==> src/rtl/vga_timing_pkg.sv <==
// Shared VGA timing constants (640x480@60) and game-state encodings used by
// both the timing driver and the image renderer.
package vga_timing_pkg;

    localparam int H_ACTIVE_C = 32'sd640;
    localparam int H_FRONT_C  = 32'sd16;
    localparam int H_SYNC_C   = 32'sd96;
    localparam int H_BACK_C   = 32'sd48;
    localparam int H_TOTAL_C  = H_ACTIVE_C + H_FRONT_C + H_SYNC_C + H_BACK_C;

    localparam int V_ACTIVE_C = 32'sd480;
    localparam int V_FRONT_C  = 32'sd10;
    localparam int V_SYNC_C   = 32'sd2;
    localparam int V_BACK_C   = 32'sd33;
    localparam int V_TOTAL_C  = V_ACTIVE_C + V_FRONT_C + V_SYNC_C + V_BACK_C;

    typedef enum logic [1:0] {
        START_SCREEN = 2'd0,
        IN_GAME      = 2'd1,
        PAUSE        = 2'd2,
        END_SCREEN   = 2'd3
    } game_state_e;

    // Inclusive window test used for the sync pulse decode.
    function automatic logic in_range(input logic [31:0] v,
                                      input logic [31:0] lo,
                                      input logic [31:0] hi);
        return (v >= lo) && (v <= hi);
    endfunction

endpackage

==> src/rtl/vga_timing_driver_if.sv <==
// Bundle between the timing driver, the renderer and the DAC/connector pins.
// master = timing driver; slave = renderer/pin consumer.
interface vga_timing_driver_if;

    logic signed [31:0] X;
    logic signed [31:0] Y;
    logic               display_on;
    logic               frame_start;
    logic               line_start;
    logic        [23:0] RGB;
    logic         [7:0] VGA_R;
    logic         [7:0] VGA_G;
    logic         [7:0] VGA_B;
    logic               VGA_HS;
    logic               VGA_VS;
    logic               VGA_BLANK_N;
    logic               VGA_SYNC_N;

    modport master (
        output X, Y, display_on, frame_start, line_start,
        output VGA_R, VGA_G, VGA_B, VGA_HS, VGA_VS, VGA_BLANK_N, VGA_SYNC_N,
        input  RGB
    );

    modport slave (
        input  X, Y, display_on, frame_start, line_start,
        input  VGA_R, VGA_G, VGA_B, VGA_HS, VGA_VS, VGA_BLANK_N, VGA_SYNC_N,
        output RGB
    );

endinterface

==> src/rtl/vga_sync_delay.sv <==
// W-bit wide, D-deep shift register with asynchronous clear to RST_VAL.
// D = 0 degenerates to a straight wire.
module vga_sync_delay #(
    parameter int           W       = 32'sd1,
    parameter int           D       = 32'sd1,
    parameter logic [W-1:0] RST_VAL = '0
) (
    input  logic         clk,
    input  logic         rst,
    input  logic [W-1:0] din,
    output logic [W-1:0] dout
);

    generate
        if (D == 32'sd0) begin : g_pass
            logic unused_s;
            assign unused_s = clk ^ rst;
            assign dout     = din;
        end else begin : g_shift
            logic [W-1:0] stage_r [D];

            // Shift din toward the tail one stage per clock.
            always_ff @(posedge clk or posedge rst) begin
                if (rst) begin
                    for (int i = 0; i < D; i++) begin
                        stage_r[i] <= RST_VAL;
                    end
                end else begin
                    stage_r[0] <= din;
                    for (int i = 1; i < D; i++) begin
                        stage_r[i] <= stage_r[i-1];
                    end
                end
            end

            assign dout = stage_r[D-1];
        end
    endgenerate

endmodule

==> src/rtl/vga_timing_driver.sv <==
// VGA timing master: scan counters, registered X/Y/display_on strobes, and
// pin outputs whose sync/blank are delayed to match the renderer RGB latency.
module vga_timing_driver
    import vga_timing_pkg::*;
#(
    parameter int H_ACTIVE    = H_ACTIVE_C,
    parameter int H_FRONT     = H_FRONT_C,
    parameter int H_SYNC      = H_SYNC_C,
    parameter int H_BACK      = H_BACK_C,
    parameter int V_ACTIVE    = V_ACTIVE_C,
    parameter int V_FRONT     = V_FRONT_C,
    parameter int V_SYNC      = V_SYNC_C,
    parameter int V_BACK      = V_BACK_C,
    parameter bit SYNC_ACTIVE = 1'b0,
    parameter int PIPE_LAT    = 32'sd2
) (
    input  logic                VGA_clk,
    input  logic                rst,
    vga_timing_driver_if.master vga
);

    generate
        if ((PIPE_LAT < 32'sd0) || (PIPE_LAT > 32'sd7)) begin : g_bad_lat
            $error("vga_timing_driver: PIPE_LAT must be in 0..7");
        end
    endgenerate

    localparam logic [31:0] H_LAST_L  = 32'(H_ACTIVE + H_FRONT + H_SYNC + H_BACK - 32'sd1);
    localparam logic [31:0] V_LAST_L  = 32'(V_ACTIVE + V_FRONT + V_SYNC + V_BACK - 32'sd1);
    localparam logic [31:0] H_ACT_L   = 32'(H_ACTIVE);
    localparam logic [31:0] V_ACT_L   = 32'(V_ACTIVE);
    localparam logic [31:0] HS_LO_L   = 32'(H_ACTIVE + H_FRONT);
    localparam logic [31:0] HS_HI_L   = 32'(H_ACTIVE + H_FRONT + H_SYNC - 32'sd1);
    localparam logic [31:0] VS_LO_L   = 32'(V_ACTIVE + V_FRONT);
    localparam logic [31:0] VS_HI_L   = 32'(V_ACTIVE + V_FRONT + V_SYNC - 32'sd1);

    logic [31:0]        hcnt_r;
    logic [31:0]        vcnt_r;
    logic               display_on_s;
    logic               hs_raw_s;
    logic               vs_raw_s;
    logic               line_start_s;
    logic               frame_start_s;
    logic signed [31:0] x_r;
    logic signed [31:0] y_r;
    logic               display_on_r;
    logic               line_start_r;
    logic               frame_start_r;
    logic               hs_raw_r;
    logic               vs_raw_r;
    logic [2:0]         tail_s;
    logic [7:0]         r_r;
    logic [7:0]         g_r;
    logic [7:0]         b_r;
    logic               hs_r;
    logic               vs_r;
    logic               blank_n_r;

    // Horizontal/vertical scan counters; vcnt advances only on hcnt wrap.
    always_ff @(posedge VGA_clk or posedge rst) begin
        if (rst) begin
            hcnt_r <= 32'd0;
            vcnt_r <= 32'd0;
        end else if (hcnt_r == H_LAST_L) begin
            hcnt_r <= 32'd0;
            vcnt_r <= (vcnt_r == V_LAST_L) ? 32'd0 : vcnt_r + 32'd1;
        end else begin
            hcnt_r <= hcnt_r + 32'd1;
        end
    end

    // Decode qualifiers and raw (active-high) sync from the current counts.
    always_comb begin
        display_on_s  = (hcnt_r < H_ACT_L) && (vcnt_r < V_ACT_L);
        hs_raw_s      = in_range(hcnt_r, HS_LO_L, HS_HI_L);
        vs_raw_s      = in_range(vcnt_r, VS_LO_L, VS_HI_L);
        line_start_s  = (hcnt_r == 32'd0);
        frame_start_s = (hcnt_r == 32'd0) && (vcnt_r == 32'd0);
    end

    // Stage 0: register scan position, qualifiers and raw sync together.
    always_ff @(posedge VGA_clk or posedge rst) begin
        if (rst) begin
            x_r           <= 32'sd0;
            y_r           <= 32'sd0;
            display_on_r  <= 1'b0;
            line_start_r  <= 1'b0;
            frame_start_r <= 1'b0;
            hs_raw_r      <= 1'b0;
            vs_raw_r      <= 1'b0;
        end else begin
            x_r           <= hcnt_r;
            y_r           <= vcnt_r;
            display_on_r  <= display_on_s;
            line_start_r  <= line_start_s;
            frame_start_r <= frame_start_s;
            hs_raw_r      <= hs_raw_s;
            vs_raw_r      <= vs_raw_s;
        end
    end

    vga_sync_delay #(
        .W       (32'sd3),
        .D       (PIPE_LAT),
        .RST_VAL (3'b000)
    ) u_sync_delay (
        .clk  (VGA_clk),
        .rst  (rst),
        .din  ({hs_raw_r, vs_raw_r, display_on_r}),
        .dout (tail_s)
    );

    // Pin register: RGB is forced to zero outside the delayed active window.
    always_ff @(posedge VGA_clk or posedge rst) begin
        if (rst) begin
            r_r       <= 8'd0;
            g_r       <= 8'd0;
            b_r       <= 8'd0;
            hs_r      <= ~SYNC_ACTIVE;
            vs_r      <= ~SYNC_ACTIVE;
            blank_n_r <= 1'b0;
        end else begin
            r_r       <= tail_s[0] ? vga.RGB[23:16] : 8'd0;
            g_r       <= tail_s[0] ? vga.RGB[15:8]  : 8'd0;
            b_r       <= tail_s[0] ? vga.RGB[7:0]   : 8'd0;
            hs_r      <= tail_s[2] ^ ~SYNC_ACTIVE;
            vs_r      <= tail_s[1] ^ ~SYNC_ACTIVE;
            blank_n_r <= tail_s[0];
        end
    end

    assign vga.X           = x_r;
    assign vga.Y           = y_r;
    assign vga.display_on  = display_on_r;
    assign vga.line_start  = line_start_r;
    assign vga.frame_start = frame_start_r;
    assign vga.VGA_R       = r_r;
    assign vga.VGA_G       = g_r;
    assign vga.VGA_B       = b_r;
    assign vga.VGA_HS      = hs_r;
    assign vga.VGA_VS      = vs_r;
    assign vga.VGA_BLANK_N = blank_n_r;
    assign vga.VGA_SYNC_N  = 1'b0;

endmodule

==> src/flat_wrapper.sv <==
// flat-port wrapper written by rule: the top's interface ports become plain ports
module vga_timing_driver_flat import vga_timing_pkg::*;
#(
    parameter int H_ACTIVE    = H_ACTIVE_C,
    parameter int H_FRONT     = H_FRONT_C,
    parameter int H_SYNC      = H_SYNC_C,
    parameter int H_BACK      = H_BACK_C,
    parameter int V_ACTIVE    = V_ACTIVE_C,
    parameter int V_FRONT     = V_FRONT_C,
    parameter int V_SYNC      = V_SYNC_C,
    parameter int V_BACK      = V_BACK_C,
    parameter bit SYNC_ACTIVE = 1'b0,
    parameter int PIPE_LAT    = 32'sd2
)
  (VGA_clk, rst, vga_X, vga_Y, vga_display_on, vga_frame_start, vga_line_start, vga_VGA_R, vga_VGA_G, vga_VGA_B, vga_VGA_HS, vga_VGA_VS, vga_VGA_BLANK_N, vga_VGA_SYNC_N, vga_RGB);
  vga_timing_driver_if vga_i ();
  input  logic VGA_clk;
  input  logic rst;
  output wire logic [$bits(vga_i.X)-1:0] vga_X;
  output wire logic [$bits(vga_i.Y)-1:0] vga_Y;
  output wire logic [$bits(vga_i.display_on)-1:0] vga_display_on;
  output wire logic [$bits(vga_i.frame_start)-1:0] vga_frame_start;
  output wire logic [$bits(vga_i.line_start)-1:0] vga_line_start;
  output wire logic [$bits(vga_i.VGA_R)-1:0] vga_VGA_R;
  output wire logic [$bits(vga_i.VGA_G)-1:0] vga_VGA_G;
  output wire logic [$bits(vga_i.VGA_B)-1:0] vga_VGA_B;
  output wire logic [$bits(vga_i.VGA_HS)-1:0] vga_VGA_HS;
  output wire logic [$bits(vga_i.VGA_VS)-1:0] vga_VGA_VS;
  output wire logic [$bits(vga_i.VGA_BLANK_N)-1:0] vga_VGA_BLANK_N;
  output wire logic [$bits(vga_i.VGA_SYNC_N)-1:0] vga_VGA_SYNC_N;
  input wire logic [$bits(vga_i.RGB)-1:0] vga_RGB;
  assign vga_X = vga_i.X;
  assign vga_Y = vga_i.Y;
  assign vga_display_on = vga_i.display_on;
  assign vga_frame_start = vga_i.frame_start;
  assign vga_line_start = vga_i.line_start;
  assign vga_VGA_R = vga_i.VGA_R;
  assign vga_VGA_G = vga_i.VGA_G;
  assign vga_VGA_B = vga_i.VGA_B;
  assign vga_VGA_HS = vga_i.VGA_HS;
  assign vga_VGA_VS = vga_i.VGA_VS;
  assign vga_VGA_BLANK_N = vga_i.VGA_BLANK_N;
  assign vga_VGA_SYNC_N = vga_i.VGA_SYNC_N;
  assign vga_i.RGB = vga_RGB;
  vga_timing_driver #(.H_ACTIVE(H_ACTIVE), .H_FRONT(H_FRONT), .H_SYNC(H_SYNC), .H_BACK(H_BACK), .V_ACTIVE(V_ACTIVE), .V_FRONT(V_FRONT), .V_SYNC(V_SYNC), .V_BACK(V_BACK), .SYNC_ACTIVE(SYNC_ACTIVE), .PIPE_LAT(PIPE_LAT)) u_core (.VGA_clk(VGA_clk), .rst(rst), .vga(vga_i));
endmodule
==> config.mk <==
export PLATFORM = sky130hd
export DESIGN_NAME = vga_timing_driver_flat
export DESIGN_NICKNAME = d
export VERILOG_FILES = /design/src/rtl/vga_timing_pkg.sv /design/src/rtl/vga_timing_driver_if.sv /design/src/rtl/vga_sync_delay.sv /design/src/rtl/vga_timing_driver.sv /design/src/flat_wrapper.sv
export SDC_FILE = /design/constraint.sdc
export NUM_CORES = 1
export LEC_CHECK = 0
export ABC_CLOCK_PERIOD_IN_PS = 4800
export CORE_MARGIN = 2
export CORE_UTILIZATION = 59
export CTS_BUF_LIST = sky130_fd_sc_hd__clkbuf_4
export CTS_CLUSTER_SIZE = 8
export DETAILED_ROUTE_END_ITERATION = 16
export DONT_BUFFER_PORTS = 1
export PLACE_DENSITY = 0.78
export SYNTH_ARGS = -nofsm -noshare
export SYNTH_HDL_FRONTEND = slang
export SYNTH_HIERARCHICAL = 1
export SYNTH_SLANG_ARGS = --single-unit
==> constraint.sdc <==
create_clock -name VGA_clk -period 4.8 [get_ports VGA_clk]
set_input_delay 0.24 -clock VGA_clk [delete_from_list [all_inputs] [get_ports VGA_clk]]
set_output_delay 0.24 -clock VGA_clk [all_outputs]
set_load 0.05 [all_outputs]
; After elaboration in Yosys (flattened, before gate mapping)
; Index checks and enable logic that the tools add are counted.
[totals]
inputBits = 26
output_inout_bits = 95
ff_bits = 166
word_cells = 40
[classes]
n_lt_le_gt_ge = 6
reduce_logical = 6
n_mux = 5
n_bitwise = 2
eq_ne = 2
n_addsub = 2
[ops]
columns = op, n
row1 = "32-bit by 1-bit adder with 32-bit output, second input constant", 2
row2 = "32-bit by 10-bit == test with 1-bit output, second input constant", 2
row3 = 32-bit zero test, 2
row4 = 32-bit two-way mux, 2
row5 = "32-bit by 10-bit greater-or-equal comparator with 1-bit output, second input constant", 1
row6 = "32-bit by 9-bit greater-or-equal comparator with 1-bit output, second input constant", 1
row7 = "32-bit by 10-bit <= comparator with 1-bit output, second input constant", 1
row8 = "32-bit by 9-bit <= comparator with 1-bit output, second input constant", 1
row9 = "32-bit by 10-bit less-than comparator with 1-bit output, second input constant", 1
row10 = "32-bit by 9-bit less-than comparator with 1-bit output, second input constant", 1
row11 = 8-bit two-way mux, 3
row12 = 1-bit logical AND, 4
row13 = 1-bit inverter, 2

; Logic depth before layout (Yosys ltp)
; Gate-level depths: netlist of the first run.
[depth]
depth_word = 2
ltp_mapped = 7
ltp_nobuf = 6

; By module
; Netlist of the first run, hierarchy kept.
[modules_own_cells]
columns = module, cells_per_inst, seq_area_each_um2, area_each_um2, instances
row1 = vga_timing_driver, 460, 4006.3, 5929.4, 1
row2 = vga_sync_delay, 10, 150.1, 176.4, 1

; Worst setup path after synthesis of the first run
; No wires, ideal clock.
[synth_path]
kind = reg2reg
start = register u_core.hcnt_r[7]
end = register u_core.vcnt_r[31]
path_slack_ns = 2.705
setup_ns = 0.079
arrival_time_ns = 2.016
synth_period_minus_slack_ns = 2.095
t_required_ns = 4.721
stages_incl_launch_ff = 8
cell_sequence = dfrtp_1 > buf_6 > or4_4 > nor4_4 > nand3_2 > buf_6 > nor4_4 > xor2_1
[synth_via]
elab_chain_len = 1
[synth_lines]
columns = item, line_no
row1 = start: declaration, vga_timing_driver.sv:37  ; logic [31:0] hcnt_r;
row2 = start signal: assignment, vga_timing_driver.sv:68  ; hcnt_r <= hcnt_r + 32'd1;
row3 = 32-bit by 10-bit == test with 1-bit output, vga_timing_driver.sv:64  ; end else if (hcnt_r == H_LAST_L) begin
row4 = end signal: assignment, vga_timing_driver.sv:66  ; vcnt_r <= (vcnt_r == V_LAST_L) ? 32'd0 : vcnt_r + 32'd1;
row5 = end: declaration, vga_timing_driver.sv:38  ; logic [31:0] vcnt_r;
; No other way between the ends.
; A chain may end at the register's enable or synchronous reset.

; Worst setup path in the final report of the first run
[layout_path]
start = register u_core.hcnt_r[7]
end = register u_core.vcnt_r[8]
; The elaborated chain is that of the path after synthesis.

==> results by group, run 1 <==
Yosys
  – Gate Count Post-Synth: 470
  – Flops & latches, synth: about 170
  – Avg Cell Area, Syn: 13.0 um^2
  – Synth Cell Area: between 0.006 and 0.007 mm^2
  – Netlist cell types: 42
  – Syn_nets: 500
  – Synth async-reset ratio: 100%
  – Synth Warn #: 6
  – Sequential-to-total area share from yosys stat: between 60 and 70%
  – EDFF count, synth: 0
  – Most common flop cell mapped by yosys: dfrtp_1

Run status
  – Status: completed

Clock tree
  – Clock latency on the worst-skew pair: about 0.54 ns
  – Htree depth: 4
  – Cts hold-fix bufs: 25
  – CTS Buf Count: 17
  – Clock Sinks: between 150 and 200
  – Clk slew on worst S/H paths: between 0.1 and 0.15 ns
  – Clock buffer depth: 2
  – CTS root buf: clkbuf_4
  – CTS tree: done
  – # Post-CTS Setup Buffers: 0
  – Post-cts resize count: 0

Power and ir drop
  – Maximum VDD drop: roughly 0.14 mV
  – PwrDens: roughly 340 mW/mm^2
  – LEAKAGE: ~3.2 nW

Floorplanning
  – Die W: 106 um
  – Num rows: 37
  – Die H: 106 um
  – Core Region: between 0.01 and 0.015 mm^2
  – Ports: approximately 120
  – Initial core utilization: 60.0%
  – Die area: roughly 0.011 mm^2

Detailed routing
  – Vias: 3655
  – Vias/cell: 5.68
  – Post-DR wirelength/cell: between 15 and 20 um
  – DRC Markers: 0
  – Initial drt markers: ~180
  – WL final: around 11 mm
  – Pre-antenna DRT Iters: 4
  – Detail Route Antenna Nets: 0

Global route
  – GR peak layer: met2
  – First-pass GRT wire length: approximately 19 mm
  – Number of global-route vias before repair: approximately 3600
  – Met2 Use GR: between 30% and 40%
  – Met1 Use GR: ~30%
  – GRT Util Overall: between 20% and 30%
  – Largest net degree at the start of global routing: 116
  – Antenna violations before repair: 0
  – Grt met3 use: between 5 and 6%
  – Grt total ovfl: 0

Critical path
  – Nature of the critical path startpoint: flop
  – CP cell instances: or4_4 -> nor4_2 -> nand3_1 -> nor4_1 -> xor2_1
  – Kind of critical path: reg2reg
  – FF-to-FF path depth: 5
  – CP max-delay cell: or4_4
  – Max stage delay on crit path: 0.59 ns
  – CP required: between 5 and 6 ns
  – Arrival time at the worst endpoint: ~3 ns
  – Reg2reg setup slack: about 2.3 ns
  – Crit-path max FO: 13
  – Critical Path End Type: flop

STA
  – Slew of the pin with the lowest slew margin: around 0.95 ns
  – Worst Skew: 0.0165 ns
  – Final Max Tran Viols: 0
  – RSZ-0062 raised after global routing: false
  – Setup_tns: 0 ns
  – Fin crit period: around 2.5 ns
  – Fmax: about 400 MHz
  – Crit share post-route: a little over half
  – Rel. slew slack: a little over a third
  – Final worst slack: 2.26 ns
  – Fin. Hold Viols: 0
  – Final setup violating endpoints: 0
  – Hold_ws: 0.172 ns

Layout
  – Layout area overhead: 9.92%
  – Utilization after layout: between 60% and 70%
  – Antenna Diode Count: 0
  – Final net count: approximately 520
  – Layout cells sized above 1: under 10%

Placement
  – GPL Wtd Cong: roughly 0.81
  – Dpl hpwl: around 7.3 mm
  – Pre-CTS setup slack: 2.31 ns
  – # port buffers: 0

Run
  – Total of max-cap violations: 0

Hold path
  – Worst Hold Class: in2async
==> layout make-up <==
type | count | area, um^2
repair buffers | 26 | 258
well taps | 136 | 170
flip-flops and latches | 166 | 4160
inverters | 12 | 50.0
multi-input cells | 271 | 1790
clock buffers | 17 | 128
clock inverters | 15 | 156
fillers | 750 | 3470
==> per-stage QoR <==
| step | instance area, um^2 | cells | power, W |
|---|---|---|---|
| CTS | 6710 | 643 | 0.00232 |
| detailed placement | 6180 | 586 | 0.00151 |
| global route | 6710 | 643 | 0.00238 |
| floorplan | 6110 | 470 | 0.00151 |
| global placement | 6180 | 586 | 0.00151 |
| finish | 6710 | 643 | 0.00228 |
==> worst max-delay path: cells and delay by family, from the launching register on <==
family | cells | cell delay [ns]
xor+xnor | 1 | 0.21
flops | 1 | 0.51
simple gates | 4 | 1.75
==> Yosys cell counts (2+ instances only) <==
master    instances  share of area (%)
a21oi_1           2               0.16
and2_1           28                2.9
and3_1           13                1.3
and4_1           10                1.4
buf_2             2               0.16
buf_4             4               0.49
buf_6             2               0.37
clkbuf_1         13               0.80
dfrtp_1         164                 67
dfstp_2           2               0.86
ha_1              4               0.82
inv_1            12               0.74
nand2_1          27                1.7
nand3_1          29                2.4
nand4_1          16                1.6
nor2_1           22                1.4
nor3_1           16                1.3
nor4_1           20                2.0
nor4_2            3               0.61
nor4_4            2               0.70
nor4b_1           4               0.57
xnor2_1          25                3.6
xor2_1           31                4.4
==> power by group <==
part	internal, W	switching, W	total [W]
registers	0.00141	0.0000420	0.00145
logic	0.0000193	0.0000323	0.0000516
clock network	0.000311	0.000471	0.000782
total	0.00174	0.000546	0.00228
==> worst paths after layout <==
path | from | end
worst max-delay path | u_core/hcnt_r[7] | u_core/vcnt_r[8]
worst min-delay path | rst | u_core/u_sync_delay/dout[1]
worst max register to register | u_core/hcnt_r[7] | u_core/vcnt_r[8]
worst min register to register | u_core/u_sync_delay/dout[2] | u_core/vga.VGA_HS
max in group asynchronous | rst | u_core/hs_raw_r
min in group VGA_clk | u_core/u_sync_delay/dout[2] | u_core/vga.VGA_HS
==> metal layers <==
metal	part of all wire, %	vias to the layer above
met5	0	-
met4	1.3	0
met3	5.8	13
met2	48	146
met1	44	1831
li1	-	1665
==> cells by family after synthesis <==
kind of cell             synth area share [%]
AND/OR/NAND/NOR                          18.9
flip-flops                               68.1
XOR/XNOR                                 8.03
buffers and inverters                    2.56
AO/OA/AOI/OAI                            1.39
adder cells (fa/ha/maj)                 0.820
other                                  0.0614
multiplexers                            0.184
==> flip-flops by register name (all words and copies together) (netlist names), 3 cells and up <==
signal                               cells
u_core/vga.VGA_B                         8
u_core/vga.Y                            32
u_core/u_sync_delay/g_shift.stage_r      3
u_core/vga.VGA_R                         8
u_core/vcnt_r                           32
u_core/vga.X                            32
u_core/vga.VGA_G                         8
u_core/hcnt_r                           32
u_core/u_sync_delay/dout                 3
==> cell usage in the layout (no fill, tap or decap), types with 2 or more instances in the layout <==
cell type        n
clkbuf_4        17
nor4_2           3
bufinv_16        2
clkinvlp_4       3
ha_1             4
nor3_1          16
nor4b_1          4
a21oi_1          2
nor4_1          20
dlygate4sd3_1   25
nor2_1          22
xnor2_1         25
nor4_4           2
dfstp_2          2
dfrtp_1        164
xor2_1          31
nand3_1         29
inv_1           11
nand4_1         16
inv_6            3
clkinv_4         5
nand2_1         27
and3_1          13
and4_1          10
and2_1          28
clkinv_1         2
Power figures use the tool's default switching activity.
==> run 2, diff against run 1 <==
- ABC_CLOCK_PERIOD_IN_PS: 4800 -> 2100
- clock period: 4.8 -> 2.1 ns (I/O delays scaled with it)
==> run 2 against run 1 <==
The flow now finishes with violations (negative setup slack); highest routed layer unchanged; largest cell class unchanged; clock power rose to 2.6 times the previous value; register-to-register slack worse by 2.3 ns; via count up 7.0%.
==> results by group, run 2 (synthesis results as in run 1) <==
Detailed routing
  – Initial drt markers: 234 (+31%)
  – Pre-antenna DRT Iters: 4 (unchanged)
  – Vias/cell: 5.70 (+0.32%)
  – Detail Route Antenna Nets: 0 (unchanged)
  – DRC Markers: 0 (unchanged)
  – Post-DR wirelength/cell: 18.3 um (+5.1%)
  – WL final: 12.6 mm (+12%)
  – Vias: 3912 (+7.0%)

Placement
  – # port buffers: 0 (unchanged)
  – Pre-CTS setup slack: -0.0857 ns (-2.39 ns)
  – Dpl hpwl: 8.01 mm (+9.4%)
  – GPL Wtd Cong: 0.862 (+6.9%)
  – Post-placement cell count: 622 (+6.1%)

STA
  – Worst Skew: 0.0185 ns (+0.00199 ns)
  – Crit share post-route: 103% (+50 points)
  – Rel. slew slack: 42.8% (+6.2 points)
  – Hold_ws: 0.186 ns (+0.0132 ns)
  – RSZ-0062 raised after global routing: true
  – Fin. Hold Viols: 0 (unchanged)
  – Final Max Tran Viols: 0 (unchanged)
  – Slew of the pin with the lowest slew margin: 0.858 ns (-0.0927 ns)
  – Fin crit period: 2.17 ns (-0.369 ns)
  – Fmax: 461 MHz (+17%)
  – Setup_tns: -0.0862 ns (-0.0862 ns)
  – Final setup violating endpoints: 3 (+3)
  – Final worst slack: -0.0715 ns (-2.33 ns)

Critical path
  – Critical Path End Type: flop
  – Bufs and invs on worst path: 1 (+1)
  – CP cell instances: nor4_1 -> and4_2 -> nand3_4 -> clkbuf_16 -> nor4_2 -> xor2_1
  – Arrival time at the worst endpoint: 2.65 ns (-0.35 ns)
  – Crit-path max FO: 4 (-9)
  – Top delay family on crit path: simple AND/OR/NAND/NOR gates
  – CP required: 2.58 ns (-2.68 ns)
  – Kind of critical path: reg2reg
  – CP max-delay cell: dfrtp_1
  – Nature of the critical path startpoint: flop
  – Max stage delay on crit path: 0.44 ns (-0.15 ns)

Global route
  – Number of global-route vias before repair: 3807 (+5.4%)
  – GRT Util Overall: 22.5% (+0.90 points)
  – Antenna violations before repair: 0 (unchanged)
  – Largest net degree at the start of global routing: 90 (-22%)
  – First-pass GRT wire length: 19.2 mm (+3.5%)
  – Grt total ovfl: 0 (unchanged)

Floorplanning
  – Die W: 106 um (unchanged)
  – Die H: 106 um (unchanged)
  – Die area: 0.0112 mm^2 (unchanged)
  – Initial core utilization: 60.0% (unchanged)
  – Num rows: 37 (unchanged)
  – Ports: 121 (unchanged)
  – Core Region: 0.0102 mm^2 (unchanged)

Layout
  – Layout cells sized above 1: 18.5% (+10 points)
  – Antenna Diode Count: 0 (unchanged)
  – Layout area overhead: 20.0%
  – Finished Layout Cells: 686 (+6.7%)
  – Commonest non-fill, non-tap cell in the layout: dfrtp_1
  – Commonest non-fill, non-tap cells in the layout: dfrtp_1, buf_4, xor2_1, and2_1, nand3_1
  – Final net count: 567 (+8.2%)

Clock tree
  – Clock buffer depth: 2 (unchanged)
  – Clock Sinks: 166 (unchanged)
  – Clock latency on the worst-skew pair: 0.54 ns (about the same)
  – CTS tree: done
  – Clk slew on worst S/H paths: 0.13 ns (about the same)
  – CTS root buf: clkbuf_4
  – Htree depth: 4 (unchanged)
  – CTS Buf Count: 17 (unchanged)

Hold path
  – Worst Hold Class: in2async

Run
  – Total of max-cap violations: 0 (unchanged)

Power and ir drop
  – Maximum VDD drop: 0.401 mV (+180%)
  – PwrDens: 748 mW/mm^2 (+120%)
  – LEAKAGE: 3.65 nW (+13%)

Run status
  – Status: finished, violations left
  – Failing checks: negative setup slack
-- run 2: cell count changes in the layout (fill, tap and decap cells not counted), moves of 4 or more --
cell      delta
nor3_2       +4
clkinv_4     -4
nor4_1       -6
buf_4       +37
nor4_4       +7
nor3_1       -6
-- run 2: where the power goes --
part	switching, W	internal (W)	leakage (nW)	total, W
clock network	0.00109	0.000952	0.164	0.00204
logic	0.0000758	0.0000493	1.27	0.000125
registers	0.0000965	0.00322	2.21	0.00331
-- run 2: repair_timing --
item	in CTS	in global routing
hold buffers	26	0
endpoints found under the setup margin	11	22
buffers inserted	0	4
pin swaps	1	22
hold endpoints to repair	188	0
cloned	0	2
gates resized for setup	2	28
-- run 2: worst paths after layout --
path	to	startpoint	slack, ns	cells after the start
worst max-delay path	u_core/vcnt_r[27]	u_core/hcnt_r[16]	-0.07	6
worst min-delay path	u_core/vga.Y[16]	rst	0.19	3
worst max register to register	u_core/vcnt_r[27]	u_core/hcnt_r[16]	-0.07	6
worst min register to register	u_core/vga.VGA_HS	u_core/u_sync_delay/dout[2]	0.36	1
max in group asynchronous	u_core/hcnt_r[28]	rst	1.14	3
min in group VGA_clk	u_core/vga.VGA_R[2]	vga_RGB[18]	0.22	2
-- run 2: layer usage --
layer  GRT usage (%)  vias to the layer above  routed length (um)
met2            35.8                      165                6210
met5               0                        -                   0
li1                -                     1745                   -
met4            8.18                        0                 224
met1            29.6                     1981                5400
met3            6.49                       21                 754
-- run 2: worst reg2reg max path: cells and delay by family, from the launching register on --
family | cells | cell delay, ns
simple gates | 4 | 1.30
flops | 1 | 0.44
buf+inv | 1 | 0.22
xor+xnor | 1 | 0.16
-- run 2: layout make-up --
| type | count | area, um^2 |
|---|---|---|
| Clock inverter | 15 | 201 |
| Timing Repair Buffer | 69 | 647 |
| Clock buffer | 17 | 128 |
| Multi-Input combinational cell | 271 | 1980 |
| Sequential cell | 166 | 4160 |
| Tap cell | 136 | 170 |
| Fill cell | 661 | 2860 |
| Inverter | 12 | 48.8 |
-- run 2: metrics by stage --
step           power [W]  util, %  area (um^2)
2_1_floorplan    0.00344        -         6110
3_3_place_gp     0.00346     63.5         6470
3_5_place_dp     0.00347     63.5         6470
4_1_cts          0.00554     69.4         7070
5_1_grt          0.00570     72.0         7330
6_report         0.00548     72.0         7330
==> run 3, diff against run 2 <==
- SKIP_CTS_REPAIR_TIMING: not set -> 1
==> run 3 against run 2 <==
The run still ends with negative setup slack left; global-route usage shrank 0.46 points; count of clock-buffer cells in the layout unchanged; core utilization increased by 0.086 points; fmax rose by 1.7%; combinational power about the same; power increased by 0.12%; register-to-register slack gained 0.04 ns; wire length up 0.21%; clock power is essentially flat; sequential share of layout area fell by 0.068 points; sequential power about the same; via count fell by 0.38%; critical endpoint unchanged.
==> results by group, run 3 (synthesis results as in run 1) <==
STA
  – Fin crit period: 2.14 ns (-0.0360 ns)
  – Setup_tns: -0.0664 ns (+0.0197 ns)
  – Final worst slack: -0.0356 ns (+0.0360 ns)
  – Fin. Hold Viols: 0 (unchanged)
  – Fmax: 468 MHz (+1.7%)
  – Rel. slew slack: 43.8% (+1.0 points)
  – Worst Skew: 0.0177 ns (-0.000810 ns)
  – Slew of the pin with the lowest slew margin: 0.843 ns (-0.0154 ns)
  – Crit share post-route: 102% (-1.7 points)
  – Final setup violating endpoints: 2 (-1)
  – Final Max Tran Viols: 0 (unchanged)
  – RSZ-0062 raised after global routing: true

Power and ir drop
  – Maximum VDD drop: 0.401 mV (-0.17%)
  – Clock power frac: 37.3% (about the same)
  – NetSw: 0.00127 W (+0.54%)
  – Logic gate share of total power: 2.3% (about the same)
  – Sequential share of power: 60.4% (about the same)
  – LEAKAGE: 3.66 nW (+0.46%)
  – Switching share of power: 23.1% (+0.097 points)
  – Design Power: 0.00549 W (+0.12%)
  – PwrDens: 748 mW/mm^2 (about the same)
  – Cell internal pwr: 0.00422 W (about the same)

Critical path
  – Reg2reg setup slack: -0.04 ns (+0.04 ns)
  – CP cell instances: nor4_1 -> and4_2 -> nand3_4 -> clkbuf_16 -> nor4_4 -> xor2_1
  – Arrival time at the worst endpoint: 2.61 ns (-0.04 ns)
  – Worst R2R End: u_core/vcnt_r[27]
  – Crit path to: u_core/vcnt_r[27]
  – Kind of critical path: reg2reg
  – Crit-path max FO: 4 (unchanged)
  – R2R Path Start: u_core/hcnt_r[16]
  – CP max-delay cell: dfrtp_1
  – Nature of the critical path startpoint: flop
  – Crit path from: u_core/hcnt_r[16]
  – CP required: 2.58 ns (about the same)
  – Max stage delay on crit path: 0.44 ns (about the same)
  – Critical Path End Type: flop
  – FF-to-FF path depth: 6 (unchanged)

Global route
  – Largest net degree at the start of global routing: 90 (unchanged)
  – Grt total ovfl: 0 (unchanged)
  – GRT Util Overall: 22.0% (-0.46 points)
  – First-pass GRT wire length: 18.8 mm (-2.2%)
  – Antenna violations before repair: 0 (unchanged)
  – Number of global-route vias before repair: 3692 (-3.0%)

Layout
  – Final net count: 567 (unchanged)
  – FF/Latch Area: 0.00416 mm^2 (unchanged)
  – Area of the multi-input gates: 0.00198 mm^2 (+0.44%)
  – Layout area overhead: 20.2%
  – # fillers: 655 (-0.91%)
  – Post-route cell area: 0.00734 mm^2 (+0.12%)
  – Commonest non-fill, non-tap cell in the layout: dfrtp_1
  – Antenna Diode Count: 0 (unchanged)
  – Layout cells sized above 1: 18.5% (unchanged)
  – Commonest non-fill, non-tap cells in the layout: dfrtp_1, buf_4, xor2_1, and2_1, nand3_1

Floorplanning
  – Die H: 106 um (unchanged)
  – Num rows: 37 (unchanged)
  – Ports: 121 (unchanged)
  – Initial core utilization: 60.0% (unchanged)
  – Die W: 106 um (unchanged)
  – Die area: 0.0112 mm^2 (unchanged)
  – Core Region: 0.0102 mm^2 (unchanged)

Clock tree
  – Htree depth: 4 (unchanged)
  – Clock latency on the worst-skew pair: 0.55 ns (about the same)
  – Clk slew on worst S/H paths: 0.13 ns (about the same)
  – CTS root buf: clkbuf_4
  – Clock buffer depth: 2 (unchanged)
  – Clock Sinks: 166 (unchanged)
  – CTS Buf Count: 17 (unchanged)
  – CTS tree: done

Run status
  – Failing checks: negative setup slack
  – Status: finished, violations left

Placement
  – GPL Wtd Cong: 0.862 (unchanged)
  – # port buffers: 0 (unchanged)
  – Placed instance area: 0.00647 mm^2 (unchanged)
  – Dpl hpwl: 8.01 mm (unchanged)

Detailed routing
  – Vias/cell: 5.68 (-0.38%)
  – Post-DR wirelength/cell: 18.4 um (+0.21%)
  – Detail Route Antenna Nets: 0 (unchanged)
  – DRC Markers: 0 (unchanged)
  – Pre-antenna DRT Iters: 4 (unchanged)
  – Vias: 3897 (-0.38%)
  – Initial drt markers: 225 (-3.8%)
  – WL final: 12.6 mm (+0.21%)

Hold path
  – Worst Hold Class: in2async

Run
  – Total of max-cap violations: 0 (unchanged)
run 3: worst min-delay path by stage:
| stage | endpoint | slack (ns) | cells past startpoint |
|---|---|---|---|
| global route | u_core/vga.VGA_B[6] | 0.17 | 2 |
| floorplan | u_core/u_sync_delay/dout[0] | -0.10 | 1 |
| detailed placement | u_core/u_sync_delay/dout[1] | -0.08 | 1 |
| global placement | u_core/u_sync_delay/dout[1] | -0.09 | 1 |
| CTS | u_core/u_sync_delay/dout[1] | -0.69 | 1 |
| finish | u_core/vs_raw_r | 0.19 | 3 |
run 3: power groups by stage:
stage / clock (W) / combinational [W] / sequential, W
2_1_floorplan: 0 / 0.0000679 / 0.00337
3_3_place_gp: 0 / 0.0000866 / 0.00337
3_5_place_dp: 0 / 0.0000910 / 0.00338
4_1_cts: 0.00209 / 0.0000910 / 0.00332
5_1_grt: 0.00223 / 0.000145 / 0.00332
6_report: 0.00205 / 0.000126 / 0.00332
run 3: worst max-delay path, delay by kind of cell, from the launching register on:
family | cells | cell delay (ns)
XOR/XNOR | 1 | 0.16
buffers and inverters | 1 | 0.22
flip-flops | 1 | 0.44
AND/OR/NAND/NOR | 4 | 1.26
run 3: area by class of cell:
| type | instances | area share [%] |
|---|---|---|
| clock inverters | 15 | 2.75 |
| well taps | 136 | 2.32 |
| clock buffers | 17 | 1.74 |
| inverters | 12 | 0.665 |
| flip-flops and latches | 166 | 56.7 |
| repair buffers | 69 | 8.82 |
| multi-input cells | 271 | 27.0 |
run 3: layer usage:
layer / routed length (um) / share of wire, % / global-route usage [%]
met2: 6310 / 50 / 34.4
met3: 816 / 6.5 / 6.86
met1: 5280 / 42 / 29.2
met4: 212 / 1.7 / 8.18
met5: 0 / 0 / 0
run 3: metrics by stage:
step | setup slack (ns) | hold slack [ns] | std cells | utilization, %
5_1_grt | -0.126 | 0.165 | 686 | 72.0
4_1_cts | -0.127 | -0.693 | 654 | 66.8
3_5_place_dp | -0.0857 | -0.0836 | 622 | 63.5
3_3_place_gp | 0.0419 | -0.0902 | 622 | 63.5
6_report | -0.0356 | 0.186 | 686 | 72.0
2_1_floorplan | -0.0322 | -0.104 | 470 | -
